`config.mk`:
```
export PLATFORM = sky130hd
export DESIGN_NAME = mem_burst_master
export DESIGN_NICKNAME = d
export VERILOG_FILES = /design/src/rtl/mem_burst_master.sv
export SDC_FILE = /design/constraint.sdc
export NUM_CORES = 1
export LEC_CHECK = 0
export BUFFER_PORTS_ARGS = -buffer_cell sky130_fd_sc_hd__buf_4
export CAP_MARGIN = 20
export CORE_MARGIN = 1
export CORE_UTILIZATION = 45
export CTS_BUF_LIST = sky130_fd_sc_hd__clkbuf_4
export DETAILED_ROUTE_END_ITERATION = 6
export PLACE_DENSITY_LB_ADDON = 0.08
export SYNTH_ARGS = -nofsm -noshare
export SYNTH_HDL_FRONTEND = slang
export SYNTH_SLANG_ARGS = --single-unit
```
`constraint.sdc`:
```
create_clock -name clk -period 2.7 [get_ports clk]
set_clock_uncertainty 0.2 [all_clocks]
set_input_delay 0.27 -clock clk [delete_from_list [all_inputs] [get_ports clk]]
set_output_delay 0.27 -clock clk [all_outputs]
set_load 0.01 [all_outputs]
```
`src/rtl/mem_burst_master.sv`:
```
// Burst initiator for a single-port synchronous 4096x16 memory with a one-cycle registered read.
// It accepts single-word or burst commands and returns read words as a valid-qualified stream.
module mem_burst_master #(
  parameter int ADDR_BITS = 12,
  parameter int DATA_BITS = 16
) (
  input  logic                 clk,
  input  logic                 rst_n,
  input  logic                 req,
  output logic                 req_ready,
  input  logic                 req_write,
  input  logic [ADDR_BITS-1:0] req_addr,
  input  logic [ADDR_BITS-1:0] req_len,
  input  logic [DATA_BITS-1:0] wdata,
  input  logic                 wdata_valid,
  output logic                 wdata_ready,
  output logic [DATA_BITS-1:0] rd_data,
  output logic                 rd_valid,
  output logic                 done,
  output logic                 busy,
  output logic [ADDR_BITS-1:0] mem_adress,
  output logic                 mem_write,
  output logic [DATA_BITS-1:0] mem_indata,
  input  logic [DATA_BITS-1:0] mem_outdata
);

  typedef enum logic [1:0] {
    IDLE  = 2'd0,
    WRITE = 2'd1,
    READ  = 2'd2,
    DONE  = 2'd3
  } state_t;

  state_t                 state_q, state_d;
  logic [ADDR_BITS-1:0]   adr_q, adr_d;
  logic [ADDR_BITS-1:0]   cnt_q, cnt_d;
  logic                   rdValid_q, rdValid_d;

  always_ff @(posedge clk or negedge rst_n) begin
    if (!rst_n) begin
      state_q   <= IDLE;
      adr_q     <= '0;
      cnt_q     <= '0;
      rdValid_q <= 1'b0;
    end else begin
      state_q   <= state_d;
      adr_q     <= adr_d;
      cnt_q     <= cnt_d;
      rdValid_q <= rdValid_d;
    end
  end

  // cnt holds words remaining minus one, so cnt==0 marks the final word of the burst.
  always_comb begin
    state_d   = state_q;
    adr_d     = adr_q;
    cnt_d     = cnt_q;
    rdValid_d = 1'b0;
    case (state_q)
      IDLE: begin
        if (req) begin
          adr_d   = req_addr;
          cnt_d   = req_len;
          state_d = req_write ? WRITE : READ;
        end
      end
      WRITE: begin
        if (wdata_valid) begin
          adr_d = adr_q + 1'b1;
          cnt_d = cnt_q - 1'b1;
          if (cnt_q == '0) begin
            state_d = DONE;
          end
        end
      end
      READ: begin
        rdValid_d = 1'b1;
        adr_d     = adr_q + 1'b1;
        cnt_d     = cnt_q - 1'b1;
        if (cnt_q == '0) begin
          state_d = DONE;
        end
      end
      DONE: begin
        state_d = IDLE;
      end
      default: begin
        state_d = IDLE;
      end
    endcase
  end

  // Memory strobes stay combinational from state so an async reset drops mem_write at once.
  assign req_ready   = (state_q == IDLE);
  assign busy        = (state_q != IDLE);
  assign done        = (state_q == DONE);
  assign wdata_ready = (state_q == WRITE);
  assign mem_write   = (state_q == WRITE) && wdata_valid;
  assign mem_indata  = wdata;
  assign mem_adress  = adr_q;
  assign rd_valid    = rdValid_q;
  assign rd_data     = mem_outdata;

endmodule
```
==> results of run 1 <==
## critical path, stage by stage (launching register included)
cell and delay (ns):
dfrtp_1 0.43, inv_1 0.10, ha_1 0.29, nand2b_1 0.29
nand3_1 0.35, buf_4 0.28, nor4b_1 0.28, a211o_1 0.14
## what timing repair did
action,4_1_cts,5_1_grt
endpoints found under the hold margin,41,0
setup buffers,0,0
hold buffers,15,0
## power by group
group / switching (µW) / internal, µW
Clock: 138 / 56.8
Combinational: 1070 / 910
Sequential: 314 / 636
## synthesized netlist by cell type, types with 7 or more instances
cell type | count | area share [%]
a21oi_1 | 13 | 3.3
buf_4 | 32 | 12
clkbuf_1 | 9 | 1.7
dfrtp_1 | 27 | 34
ha_1 | 8 | 5.0
inv_1 | 9 | 1.7
mux2i_1 | 12 | 6.0
nand2_1 | 14 | 2.6
nand3_1 | 7 | 1.8
nand4_1 | 9 | 2.8
nor4_1 | 7 | 2.2
o21ai_0 | 11 | 2.8
o22ai_1 | 11 | 3.4
## kinds of logic (layout without fill, tap and decap cells)
| logic type | after synthesis | count (layout) | synth area share [%] |
|---|---|---|---|
| simple gates | 69 | 69 | 20.3 |
| compound gates | 56 | 56 | 18.8 |
| buf+inv | 51 | 78 | 15.6 |
| flops | 27 | 27 | 33.8 |
| mux | 13 | 13 | 6.57 |
| fa+ha+maj | 8 | 8 | 5.00 |
## placed cells by master (no fill, tap or decap), types with 2 or more instances in the layout
cell            n
a21oi_1        13
a22oi_1         3
a31o_2          2
a31oi_1         2
and4_1          3
buf_4          50
clkbuf_4        3
dfrtp_1        27
dlygate4sd3_1  15
ha_1            8
inv_1           9
mux2i_1        12
nand2_1        14
nand2b_1        3
nand3_1         7
nand4_1         9
nor2_1          5
nor2b_1         4
nor3_1          3
nor4_1          7
nor4b_1         3
o211ai_1        2
o21ai_0        11
o221a_2         4
o22ai_1        11
## sequential cells by signal, summed over array words and instances, names as in the netlist
register	flops
mem_adress	12
state_q	2
rd_valid	1
cnt_q	12
## how the worst min path moves through the flow
| stage | start | endpoint | slack, ns | cells past startpoint |
|---|---|---|---|---|
| 2_1_floorplan | rst_n | cnt_q[0] | -0.23 | 0 |
| 3_3_place_gp | rst_n | rd_valid | 0.008 | 1 |
| 3_5_place_dp | rst_n | state_q[1] | 0.01 | 1 |
| 4_1_cts | req_addr[3] | mem_adress[3] | 0.003 | 3 |
| 5_1_grt | req_len[11] | cnt_q[11] | 0.0008 | 3 |
| 6_report | req_addr[3] | mem_adress[3] | -0.02 | 3 |
## through the flow
stage / instance area (µm²) / total power (µW) / hold WS, ns / utilization [%]
2_1_floorplan: 2000 / 2290 / -0.226 / -
3_3_place_gp: 2160 / 2830 / 0.00758 / 52.1
3_5_place_dp: 2160 / 2890 / 0.0140 / 52.1
4_1_cts: 2340 / 3110 / 0.00284 / 56.5
5_1_grt: 2340 / 3400 / 0.000818 / 56.5
6_report: 2340 / 3120 / -0.0160 / 56.5
## routing by layer
layer  track usage, %  vias to the layer above
li1                 -                      861
met4             13.8                        0
met1             30.2                      833
met3             4.28                       43
met2             34.3                       75
met5                0                        -
## cell type report
type / count / area [µm²] / share of cell area, %
clock buffer: 3 / 22.5 / 0.962
clock inverter: 1 / 7.51 / 0.321
sequential: 27 / 676 / 28.9
inverter: 9 / 33.8 / 1.44
timing repair buffer: 65 / 526 / 22.4
tap: 50 / 62.6 / 2.67
multi-input combinational: 146 / 1010 / 43.3
==> metrics.json, run 1 <==
{
  "run_status": "finished, violations left",
  "failed_checks": "negative hold slack",
  "final.setup.tns_ns": 0,
  "place.detailed.hpwl_mm": 3.79,
  "final.period_utilization_pct": 88.6,
  "avgSynthCellArea_um2": 8.93,
  "antenna_cells": 0,
  "timing_hold_violations_final": 4,
  "drtPass1Iterations": 4,
  "clk_pin_slew_ns": 0.18,
  "endpoint_kind": "flip-flop",
  "antenna_violating_nets_left": 0,
  "timing.reg2reg.worst_path_depth": 7,
  "global_route.usage.total_pct": 22.9,
  "maxClockFrequency_mhz": 418,
  "starting_utilization_of_the_core_area_pct": 48.3,
  "synth_area_um2": 2000,
  "endpoint": "cnt_q[7]",
  "synth_enable_flop_cells": 0,
  "synthCells": 224,
  "place_ws_ns": 0.363,
  "clock_latency_ns": 0.35,
  "grt_antenna_before_repair": 0,
  "critPathLaunchType": "flip-flop",
  "layout_min_cycle_time_ns": 2.39,
  "synth_warnings": 0,
  "synth-seq-cells": 27,
  "synth.net_count": 293,
  "synth_cell_types": 45,
  "area_growth_pct": 17.0,
  "dieHeight_um": 68.7,
  "rsz_0062_raised_after_global_routing": "false",
  "r2r-end": "cnt_q[7]",
  "slew_headroom_pct": 60.7,
  "rows": 23,
  "met3_length_um": 417,
  "m1WireLength_mm": 2.37,
  "power.static_leakage_uw": 0.00103,
  "critical_path.startpoint": "state_q[0]",
  "postSynth.topFlopCell": "dfrtp_1",
  "clockRootBuffer": "clkbuf_4",
  "fin_cells": 301,
  "largest_net_degree_at_the_start_of_global_routing": 35,
  "path_class": "flip-flop to flip-flop",
  "report.final.slew_viol_count": 0,
  "vias": 1812,
  "die_area_um2": 4720,
  "holdWs_ns": -0.0160,
  "setup_viol": 0,
  "routed_wirelength_mm": 5.35,
  "fill_cells": 386,
  "portBuffers": 46,
  "ios": 111,
  "vias_in_the_first_global_route": 1733,
  "layout-drive-gt1-share_pct": 25.9,
  "post-place-cells": 282,
  "async_reset_ff_share_pct": 100,
  "power_density_nw_per_um2": 1330,
  "cts-resized-gates": 0,
  "worst_ep_arrival_time_ns": 2.47,
  "detailroute.wirelength.met2_mm": 2.28,
  "timing.reg2reg.setup_slack_ns": 0.31,
  "cp.required_ns": 2.78,
  "drt-vias-per-instance": 6.02,
  "cts-buffers-inserted": 3,
  "ir_drop_mv": 0.541,
  "clock_path_buffers": 2,
  "routabilityCongestion": 0.839,
  "die_x_um": 68.7,
  "crit_path_max_fanout": 10,
  "coreArea_um2": 4140,
  "final.setup.worst_slack_ns": 0.307,
  "grt.overflow.total": 0,
  "dr.first_iter.drc_count": 133,
  "drc_errors": 0,
  "grt_first_pass_wirelength_mm": 8.08,
  "regToRegStartpoint": "state_q[0]",
  "topRoutingLayerUsed": "met4",
  "cts_htree_levels": 1,
  "final_nets": 321,
  "hold_path_class": "primary input to flip-flop",
  "routed_wire_length_per_instance_um": 17.8,
  "synth_seq_area_share_pct": 33.8,
  "number_of_clock_sinks": 27,
  "cap_viol_max_count": 0,
  "timing_worst_slew_pin_value_ns": 0.584,
  "tritoncts": "built"
}
No activity file was read; power rests on OpenSTA's default activity.
==> run 2, diff against run 1 <==
--- a/config.mk
+++ b/config.mk
@@ -11,7 +11,9 @@
 export CORE_UTILIZATION = 45
 export CTS_BUF_LIST = sky130_fd_sc_hd__clkbuf_4
 export DETAILED_ROUTE_END_ITERATION = 6
+export GPL_TIMING_DRIVEN = 0
 export PLACE_DENSITY_LB_ADDON = 0.08
+export RECOVER_POWER = 50
 export SYNTH_ARGS = -nofsm -noshare
 export SYNTH_HDL_FRONTEND = slang
 export SYNTH_SLANG_ARGS = --single-unit
==> metrics.json, run 2 (synthesis results as in run 1) <==
{
  "netSwitchingFraction": {"value": 48.6, "unit": "%", "change": "was 48.7%"},
  "starting_utilization_of_the_core_area": {"value": 48.3, "unit": "%", "change": "unchanged"},
  "portBuffers": {"value": 78, "change": "was 46"},
  "cap_viol_max_count": {"value": 1, "change": "was 0"},
  "drtPass1Iterations": {"value": 4, "change": "unchanged"},
  "timing.reg2reg.worst_path_depth": {"value": 7, "change": "unchanged"},
  "cts_htree_levels": {"value": 1, "change": "unchanged"},
  "seqPwrFrac": {"value": 29.0, "unit": "%", "change": "was 30.4%"},
  "critPathLaunchType": {"value": "flip-flop", "change": "unchanged"},
  "holdWs": {"value": -0.00138, "unit": "ns", "change": "was -0.0160 ns"},
  "routabilityCongestion": {"value": 0.862, "change": "was 0.839"},
  "crit_path_max_fanout": {"value": 10, "change": "unchanged"},
  "grt_first_pass_wirelength": {"value": 8.92, "unit": "mm", "change": "was 8.08 mm"},
  "dieHeight": {"value": 68.7, "unit": "µm", "change": "unchanged"},
  "worst_hold_path.num_cells": {"value": 3, "change": "unchanged"},
  "setup_viol": {"value": 0, "change": "unchanged"},
  "clk_pin_slew": {"value": 0.16, "unit": "ns", "change": "was 0.18 ns"},
  "routed_wirelength": {"value": 5.59, "unit": "mm", "change": "was 5.35 mm"},
  "layout_min_cycle_time": {"value": 2.50, "unit": "ns", "change": "was 2.39 ns"},
  "drt-vias-per-instance": {"value": 5.60, "change": "was 6.02"},
  "area_growth": {"value": 36.7, "unit": "%", "change": "was 17.0%"},
  "most_used_cells_in_the_layout_excluding_fill_and_tap_cells": {"value": "84 x buf_4, 33 x clkbuf_1, 27 x dfrtp_1", "change": "was 50 x buf_4, 27 x dfrtp_1, 15 x dlygate4sd3_1"},
  "clock_latency": {"value": 0.34, "unit": "ns", "change": "was 0.35 ns"},
  "failed_checks": {"value": "negative hold slack, max-capacitance violations, max-slew violations", "change": "was negative hold slack"},
  "fill_cells": {"value": 411, "change": "was 386"},
  "timing_worst_slew_pin_value": {"value": 1.54, "unit": "ns", "change": "was 0.584 ns"},
  "cp.required": {"value": 2.78, "unit": "ns", "change": "about the same"},
  "report.final.slew_viol_count": {"value": 28, "change": "was 0"},
  "final.period_utilization": {"value": 92.8, "unit": "%", "change": "was 88.6%"},
  "intPower": {"value": 1650, "unit": "µW", "change": "was 1600 µW"},
  "dr.first_iter.drc_count": {"value": 69, "change": "was 133"},
  "grt.overflow.total": {"value": 0, "change": "unchanged"},
  "antenna_cells": {"value": 0, "change": "unchanged"},
  "clock_path_buffers": {"value": 2, "change": "unchanged"},
  "worst_ep_arrival_time": {"value": 2.58, "unit": "ns", "change": "was 2.47 ns"},
  "slew_headroom": {"value": -2.38, "unit": "%", "change": "was 60.7%"},
  "die_x": {"value": 68.7, "unit": "µm", "change": "unchanged"},
  "final_nets": {"value": 390, "change": "was 321"},
  "final.setup.tns": {"value": 0, "unit": "ns", "change": "unchanged"},
  "cts.repair_timing.setup_buffer_count": {"value": 0, "change": "unchanged"},
  "routed_wire_length_per_instance": {"value": 15.1, "unit": "µm", "change": "was 17.8 µm"},
  "ios": {"value": 111, "change": "unchanged"},
  "power.net_switching": {"value": 1560, "unit": "µW", "change": "was 1520 µW"},
  "rsz_0062_raised_after_global_routing": {"value": "false", "change": "unchanged"},
  "run_status": {"value": "finished, violations left", "change": "unchanged"},
  "vias_in_the_first_global_route": {"value": 1922, "change": "was 1733"},
  "coreArea": {"value": 4140, "unit": "µm²", "change": "unchanged"},
  "place.detailed.hpwl": {"value": 4.13, "unit": "mm", "change": "was 3.79 mm"},
  "die_area": {"value": 4720, "unit": "µm²", "change": "unchanged"},
  "most_frequent_standard_cell_in_the_layout_excluding_fill_and_tap_cells": {"value": "buf_4", "change": "unchanged"},
  "drc_errors": {"value": 0, "change": "unchanged"},
  "p_comb_share": {"value": 64.9, "unit": "%", "change": "was 63.3%"},
  "grt_antenna_before_repair": {"value": 0, "change": "unchanged"},
  "number_of_clock_sinks": {"value": 27, "change": "unchanged"},
  "hold_path_class": {"value": "primary input to flip-flop", "change": "unchanged"},
  "endpoint_kind": {"value": "flip-flop", "change": "unchanged"},
  "global_route.usage.total": {"value": 25.4, "unit": "%", "change": "was 22.9%"},
  "largest_net_degree_at_the_start_of_global_routing": {"value": 28, "change": "was 35"},
  "rows": {"value": 23, "change": "unchanged"},
  "vias": {"value": 2072, "change": "was 1812"},
  "tritoncts": {"value": "built", "change": "unchanged"},
  "timing_hold_violations_final": {"value": 1, "change": "was 4"},
  "cts-buffers-inserted": {"value": 3, "change": "unchanged"},
  "path_class": {"value": "flip-flop to flip-flop", "change": "unchanged"},
  "clockRootBuffer": {"value": "clkbuf_4", "change": "unchanged"},
  "ir_drop": {"value": 0.650, "unit": "mV", "change": "was 0.541 mV"},
  "maxClockFrequency": {"value": 399, "unit": "MHz", "change": "was 418 MHz"},
  "antenna_violating_nets_left": {"value": 0, "change": "unchanged"},
  "clock_power_share": {"value": 6.1, "unit": "%", "change": "was 6.2%"},
  "layout-drive-gt1-share": {"value": 31.9, "unit": "%", "change": "was 25.9%"},
  "power_density": {"value": 1170, "unit": "nW/µm²", "change": "was 1330 nW/µm²"},
  "power.static_leakage": {"value": 0.00125, "unit": "µW", "change": "was 0.00103 µW"}
}
==> run 2: critical path, stage by stage (launching register included) <==
cell	delay, ns
dfrtp_1	0.42
inv_1	0.09
ha_1	0.29
nor2b_1	0.24
nor3_4	0.43
clkbuf_1	0.45
o22ai_1	0.14
a21oi_1	0.17
==> run 2: final cells by class <==
class	count	area, µm²	share of cell area [%]
plain buffers	42	280	10.2
clock buffers	4	30.0	1.10
inverters	9	33.8	1.24
multi-input cells	146	1020	37.5
flip-flops and latches	27	676	24.7
well taps	50	62.6	2.29
repair buffers	92	628	23.0
==> run 2: timing repair <==
action                                  in CTS  in global routing
endpoints found under the hold margin       40                  0
hold buffers                                14                  0
endpoints found under the setup margin       0                 16
resized for setup                            0                  6
==> run 2: worst paths after layout <==
check / from / to / slack (ns)
max: state_q[0] / mem_adress[10] / 0.20
min reg2reg: cnt_q[0] / cnt_q[0] / 0.38
min in group asynchronous: rst_n / mem_adress[2] / 0.62
max in group asynchronous: rst_n / cnt_q[5] / 0.80
min: req_addr[3] / mem_adress[3] / -0.001
max reg2reg: state_q[0] / mem_adress[10] / 0.20
==> run 2: per-stage QoR <==
step | utilization [%] | total power, µW | instance area [µm²] | worst slack [ns] | std cells
3_5_place_dp | 63.9 | 2980 | 2650 | 0.0515 | 352
4_1_cts | 68.0 | 3200 | 2820 | 0.0482 | 370
6_report | 66.0 | 3200 | 2740 | 0.196 | 370
5_1_grt | 66.0 | 3530 | 2740 | 0.0221 | 370
2_1_floorplan | - | 2290 | 2000 | 0.551 | 224
3_3_place_gp | 63.9 | 2920 | 2650 | 0.142 | 352
==> run 2: power by group through the flow <==
stage	Sequential (µW)	Clock (µW)	Combinational, µW
after detailed placement	925	0	2060
after floorplan	908	0	1380
after CTS	917	201	2080
final	928	197	2080
after global placement	921	0	2000
after global routing	969	215	2350
==> run 2: per-layer routing <==
metal  routed length, µm  vias to the layer above  GRT usage [%]
met3                 433                        7           2.14
li1                    -                      999              -
met1                2510                      952           35.5
met5                   0                        -              0
met2                2590                      114           41.9
met4                  57                        0           6.25
==> run 3, diff against run 2 <==
--- a/config.mk
+++ b/config.mk
@@ -5,8 +5,10 @@
 export SDC_FILE = /design/constraint.sdc
 export NUM_CORES = 1
 export LEC_CHECK = 0
+export ABC_AREA = 1
 export BUFFER_PORTS_ARGS = -buffer_cell sky130_fd_sc_hd__buf_4
 export CAP_MARGIN = 20
+export CORE_ASPECT_RATIO = 0.6
 export CORE_MARGIN = 1
 export CORE_UTILIZATION = 45
 export CTS_BUF_LIST = sky130_fd_sc_hd__clkbuf_4
==> metrics.json, run 3 <==
{
  "die_area": {"value": 5220, "unit": "µm²", "change": "was 4720 µm²"},
  "drtPass1Iterations": {"value": 4, "change": "unchanged"},
  "final.setup.tns": {"value": 0, "unit": "ns", "change": "unchanged"},
  "grt_antenna_before_repair": {"value": 0, "change": "unchanged"},
  "clock_path_buffers": {"value": 2, "change": "unchanged"},
  "max_stage_delay": {"value": 0.46, "unit": "ns", "change": "was 0.45 ns"},
  "number_of_clock_sinks": {"value": 27, "change": "unchanged"},
  "grt_first_pass_wirelength": {"value": 9.23, "unit": "mm", "change": "was 8.92 mm"},
  "post-synth-top-count-cell": {"value": "nand2_1", "change": "was buf_4"},
  "power.net_switching": {"value": 1740, "unit": "µW", "change": "was 1560 µW"},
  "critPathLaunchType": {"value": "flip-flop", "change": "unchanged"},
  "dieHeight": {"value": 56.3, "unit": "µm", "change": "was 68.7 µm"},
  "intPower": {"value": 1590, "unit": "µW", "change": "was 1650 µW"},
  "synth_warnings": {"value": 0, "change": "unchanged"},
  "synth_area": {"value": 2210, "unit": "µm²", "change": "was 2000 µm²"},
  "rsz_0062_raised_after_global_routing": {"value": "false", "change": "unchanged"},
  "clock_power_share": {"value": 5.7, "unit": "%", "change": "was 6.1%"},
  "grt.overflow.total": {"value": 0, "change": "unchanged"},
  "avgSynthCellArea": {"value": 6.86, "unit": "µm²", "change": "was 8.93 µm²"},
  "cp_slowest_cell": {"value": "dfrtp_1", "change": "was clkbuf_1"},
  "die_x": {"value": 92.6, "unit": "µm", "change": "was 68.7 µm"},
  "cell_by_cell_trace_of_the_critical_path": {"value": "inv_1, ha_1, buf_2, or2_2, a21oi_1, a21oi_1", "change": "was inv_1, ha_1, nor2b_1, nor3_4, clkbuf_1, o22ai_1, a21oi_1"},
  "critical_path.startpoint": {"value": "state_q[0]", "change": "unchanged"},
  "area_growth": {"value": 29.5, "unit": "%", "change": "was 36.7%"},
  "setup_viol": {"value": 0, "change": "unchanged"},
  "most_frequent_standard_cell_in_the_layout_excluding_fill_and_tap_cells": {"value": "nand2_1", "change": "was buf_4"},
  "synthDominantCellAreaShare": {"value": 30.5, "unit": "%", "change": "was 33.8%"},
  "run_status": {"value": "finished, violations left", "change": "unchanged"},
  "ir_drop": {"value": 0.554, "unit": "mV", "change": "was 0.650 mV"},
  "place.detailed.hpwl": {"value": 4.45, "unit": "mm", "change": "was 4.13 mm"},
  "seqPwrFrac": {"value": 26.0, "unit": "%", "change": "was 29.0%"},
  "clock_latency": {"value": 0.35, "unit": "ns", "change": "was 0.34 ns"},
  "area_contributors_post_synth": {"value": "dfrtp_1 31%, nand2_1 15%, buf_4 12%, nor2_1 7.1%, inv_1 5.1%", "change": "was dfrtp_1 34%, buf_4 12%, mux2i_1 6.0%, ha_1 5.0%, o22ai_1 3.4%"},
  "regToRegStartpoint": {"value": "state_q[0]", "change": "unchanged"},
  "routed_wire_length_per_instance": {"value": 12.1, "unit": "µm", "change": "was 15.1 µm"},
  "endpoint": {"value": "mem_adress[6]", "change": "was mem_adress[10]"},
  "most_used_cells_in_the_layout_excluding_fill_and_tap_cells": {"value": "87 x nand2_1, 86 x buf_4, 42 x nor2_1", "change": "was 84 x buf_4, 33 x clkbuf_1, 27 x dfrtp_1"},
  "slew_headroom": {"value": -2.86, "unit": "%", "change": "was -2.38%"},
  "postSynth.topFlopCell": {"value": "dfrtp_1", "change": "unchanged"},
  "synth_cell_types": {"value": 31, "change": "was 45"},
  "synth.net_count": {"value": 392, "change": "was 293"},
  "cts-buffers-inserted": {"value": 3, "change": "unchanged"},
  "routabilityCongestion": {"value": 0.856, "change": "was 0.862"},
  "synth-seq-cells": {"value": 27, "change": "unchanged"},
  "portBuffers": {"value": 78, "change": "unchanged"},
  "routed_wirelength": {"value": 5.75, "unit": "mm", "change": "was 5.59 mm"},
  "r2r-end": {"value": "mem_adress[6]", "change": "was mem_adress[10]"},
  "coreArea": {"value": 4660, "unit": "µm²", "change": "was 4140 µm²"},
  "vias_in_the_first_global_route": {"value": 1954, "change": "was 1922"},
  "final_nets": {"value": 481, "change": "was 390"},
  "starting_utilization_of_the_core_area": {"value": 47.5, "unit": "%", "change": "was 48.3%"},
  "maxClockFrequency": {"value": 518, "unit": "MHz", "change": "was 399 MHz"},
  "synth.top_cells.by_count": {"value": "87 x nand2_1, 42 x nor2_1, 34 x buf_4, 30 x inv_1, 27 x dfrtp_1", "change": "was 32 x buf_4, 27 x dfrtp_1, 14 x nand2_1, 13 x a21oi_1, 12 x mux2i_1"},
  "path_class": {"value": "flip-flop to flip-flop", "change": "unchanged"},
  "cts-resized-gates": {"value": 0, "change": "unchanged"},
  "drc_errors": {"value": 0, "change": "unchanged"},
  "drt-vias-per-instance": {"value": 4.84, "change": "was 5.60"},
  "timing.reg2reg.setup_slack": {"value": 0.77, "unit": "ns", "change": "was 0.20 ns"},
  "hold_path_class": {"value": "primary input to flip-flop", "change": "unchanged"},
  "synth_seq_area_share": {"value": 30.5, "unit": "%", "change": "was 33.8%"},
  "tritoncts": {"value": "built", "change": "unchanged"},
  "endpoint_kind": {"value": "flip-flop", "change": "unchanged"},
  "final.period_utilization": {"value": 71.5, "unit": "%", "change": "was 92.8%"},
  "report.final.slew_viol_count": {"value": 28, "change": "unchanged"},
  "rows": {"value": 19, "change": "was 23"},
  "global_route.usage.total": {"value": 22.5, "unit": "%", "change": "was 25.4%"},
  "cts_htree_levels": {"value": 1, "change": "unchanged"},
  "synth_enable_flop_cells": {"value": 0, "change": "unchanged"},
  "dr.first_iter.drc_count": {"value": 204, "change": "was 69"},
  "post-route-util": {"value": 61.6, "unit": "%", "change": "was 66.0%"},
  "cap_viol_max_count": {"value": 1, "change": "unchanged"},
  "vias": {"value": 2293, "change": "was 2072"},
  "crit_path_frequent_cell": "a21oi_1",
  "timing.reg2reg.worst_path_depth": {"value": 6, "change": "was 7"},
  "synth_top_cell_by_area": {"value": "dfrtp_1", "change": "unchanged"},
  "clk_pin_slew": {"value": 0.17, "unit": "ns", "change": "was 0.16 ns"},
  "failed_checks": {"value": "max-capacitance violations, max-slew violations", "change": "was negative hold slack, max-capacitance violations, max-slew violations"},
  "layout-drive-gt1-share": {"value": 29.2, "unit": "%", "change": "was 31.9%"},
  "clockRootBuffer": {"value": "clkbuf_4", "change": "unchanged"},
  "timing_hold_violations_final": {"value": 0, "change": "was 1"},
  "cp.required": {"value": 2.76, "unit": "ns", "change": "was 2.78 ns"},
  "async_reset_ff_share": {"value": 100, "unit": "%", "change": "unchanged"},
  "largest_net_degree_at_the_start_of_global_routing": {"value": 28, "change": "unchanged"},
  "synthCells": {"value": 323, "change": "was 224"},
  "layout_min_cycle_time": {"value": 1.93, "unit": "ns", "change": "was 2.50 ns"},
  "netSwitchingFraction": {"value": 52.3, "unit": "%", "change": "was 48.6%"},
  "ios": {"value": 111, "change": "unchanged"},
  "antenna_cells": {"value": 0, "change": "unchanged"},
  "power_density": {"value": 1160, "unit": "nW/µm²", "change": "was 1170 nW/µm²"},
  "p_comb_share": {"value": 68.3, "unit": "%", "change": "was 64.9%"},
  "timing_worst_slew_pin_value": {"value": 1.54, "unit": "ns", "change": "about the same"},
  "power.static_leakage": {"value": 0.00151, "unit": "µW", "change": "was 0.00125 µW"},
  "antenna_violating_nets_left": {"value": 0, "change": "unchanged"},
  "crit_path_max_fanout": {"value": 10, "change": "unchanged"},
  "design_power_total": {"value": 3320, "unit": "µW", "change": "was 3200 µW"},
  "worst_ep_arrival_time": {"value": 1.99, "unit": "ns", "change": "was 2.58 ns"}
}
## run 3: cell types whose count changed in the layout (fill, tap and decap cells not counted), sizes merged, moves of 12 or more
cell	delta
nand2	+79
nor2	+44
inv	+23
o21ai	+17
nand3	+15
mux2i	-12
## run 3: per-stage QoR
step	instances	area (µm²)	hold WS (ns)	worst slack, ns
after floorplan	323	2210	-0.226	0.978
after global placement	464	2880	0.0183	0.825
after detailed placement	464	2880	0.0112	0.798
after CTS	473	2960	0.00594	0.775
after global routing	474	2870	0.0331	0.493
final	474	2870	0.00829	0.771
## run 3: power groups by stage
stage               clock (µW)  combinational, µW  sequential (µW)
finish                     190               2270              863
global route               207               2570              899
CTS                        192               2290              859
detailed placement           0               2280              869
global placement             0               2230              864
floorplan                    0               1570              862
## run 3: timing repair
action | CTS | global route
hold endpoints to repair | 31 | 1
buffers inserted | 0 | 0
hold buffers | 5 | 1
## run 3: area by class of cell
cell class | instances | area (µm²)
clock inverters | 1 | 5.00
clock buffers | 3 | 22.5
plain buffers | 41 | 303
repair buffers | 84 | 548
well taps | 63 | 78.8
multi-input cells | 223 | 1110
inverters | 32 | 123
flip-flops and latches | 27 | 676
fillers | 476 | 1790
## run 3: kinds of logic (layout without fill, tap and decap cells)
kind of cell               count (synthesis)  in the layout  synth area share [%]
AOI/OAI and AO/OA                         39             39                  9.72
and+or+nand+nor                          175            175                  35.6
xor gates and xnor gates                   1              1                 0.396
adders and majority gates                  8              8                  4.52
buffers and inverters                     73            161                  19.2
DFF                                       27             27                  30.5
## run 3: worst min-delay path by stage
| stage | depth (start not counted) | slack [ns] | endpoint | startpoint |
|---|---|---|---|---|
| after floorplan | 0 | -0.23 | cnt_q[0] | rst_n |
| after global placement | 1 | 0.02 | mem_adress[6] | rst_n |
| after detailed placement | 1 | 0.01 | mem_adress[5] | rst_n |
| after CTS | 3 | 0.006 | mem_adress[3] | req_addr[3] |
| after global routing | 5 | 0.03 | mem_adress[5] | req_addr[5] |
| final | 5 | 0.008 | mem_adress[5] | req_addr[5] |
## run 3: critical path: cells and delay by family, from the launching register on
kind            cells  cell delay [ns]
fa+ha+maj           1             0.34
flops               1             0.46
compound gates      2             0.25
buf+inv             2             0.28
simple gates        1             0.31
## run 3: metal layers
| metal | track usage [%] | vias to the layer above | share of wire [%] |
|---|---|---|---|
| li1 | - | 1159 | - |
| met1 | 33.1 | 1017 | 47 |
| met2 | 36.0 | 115 | 43 |
| met3 | 4.61 | 2 | 10 |
| met4 | 0.670 | 0 | 0.087 |
| met5 | 0 | - | 0 |
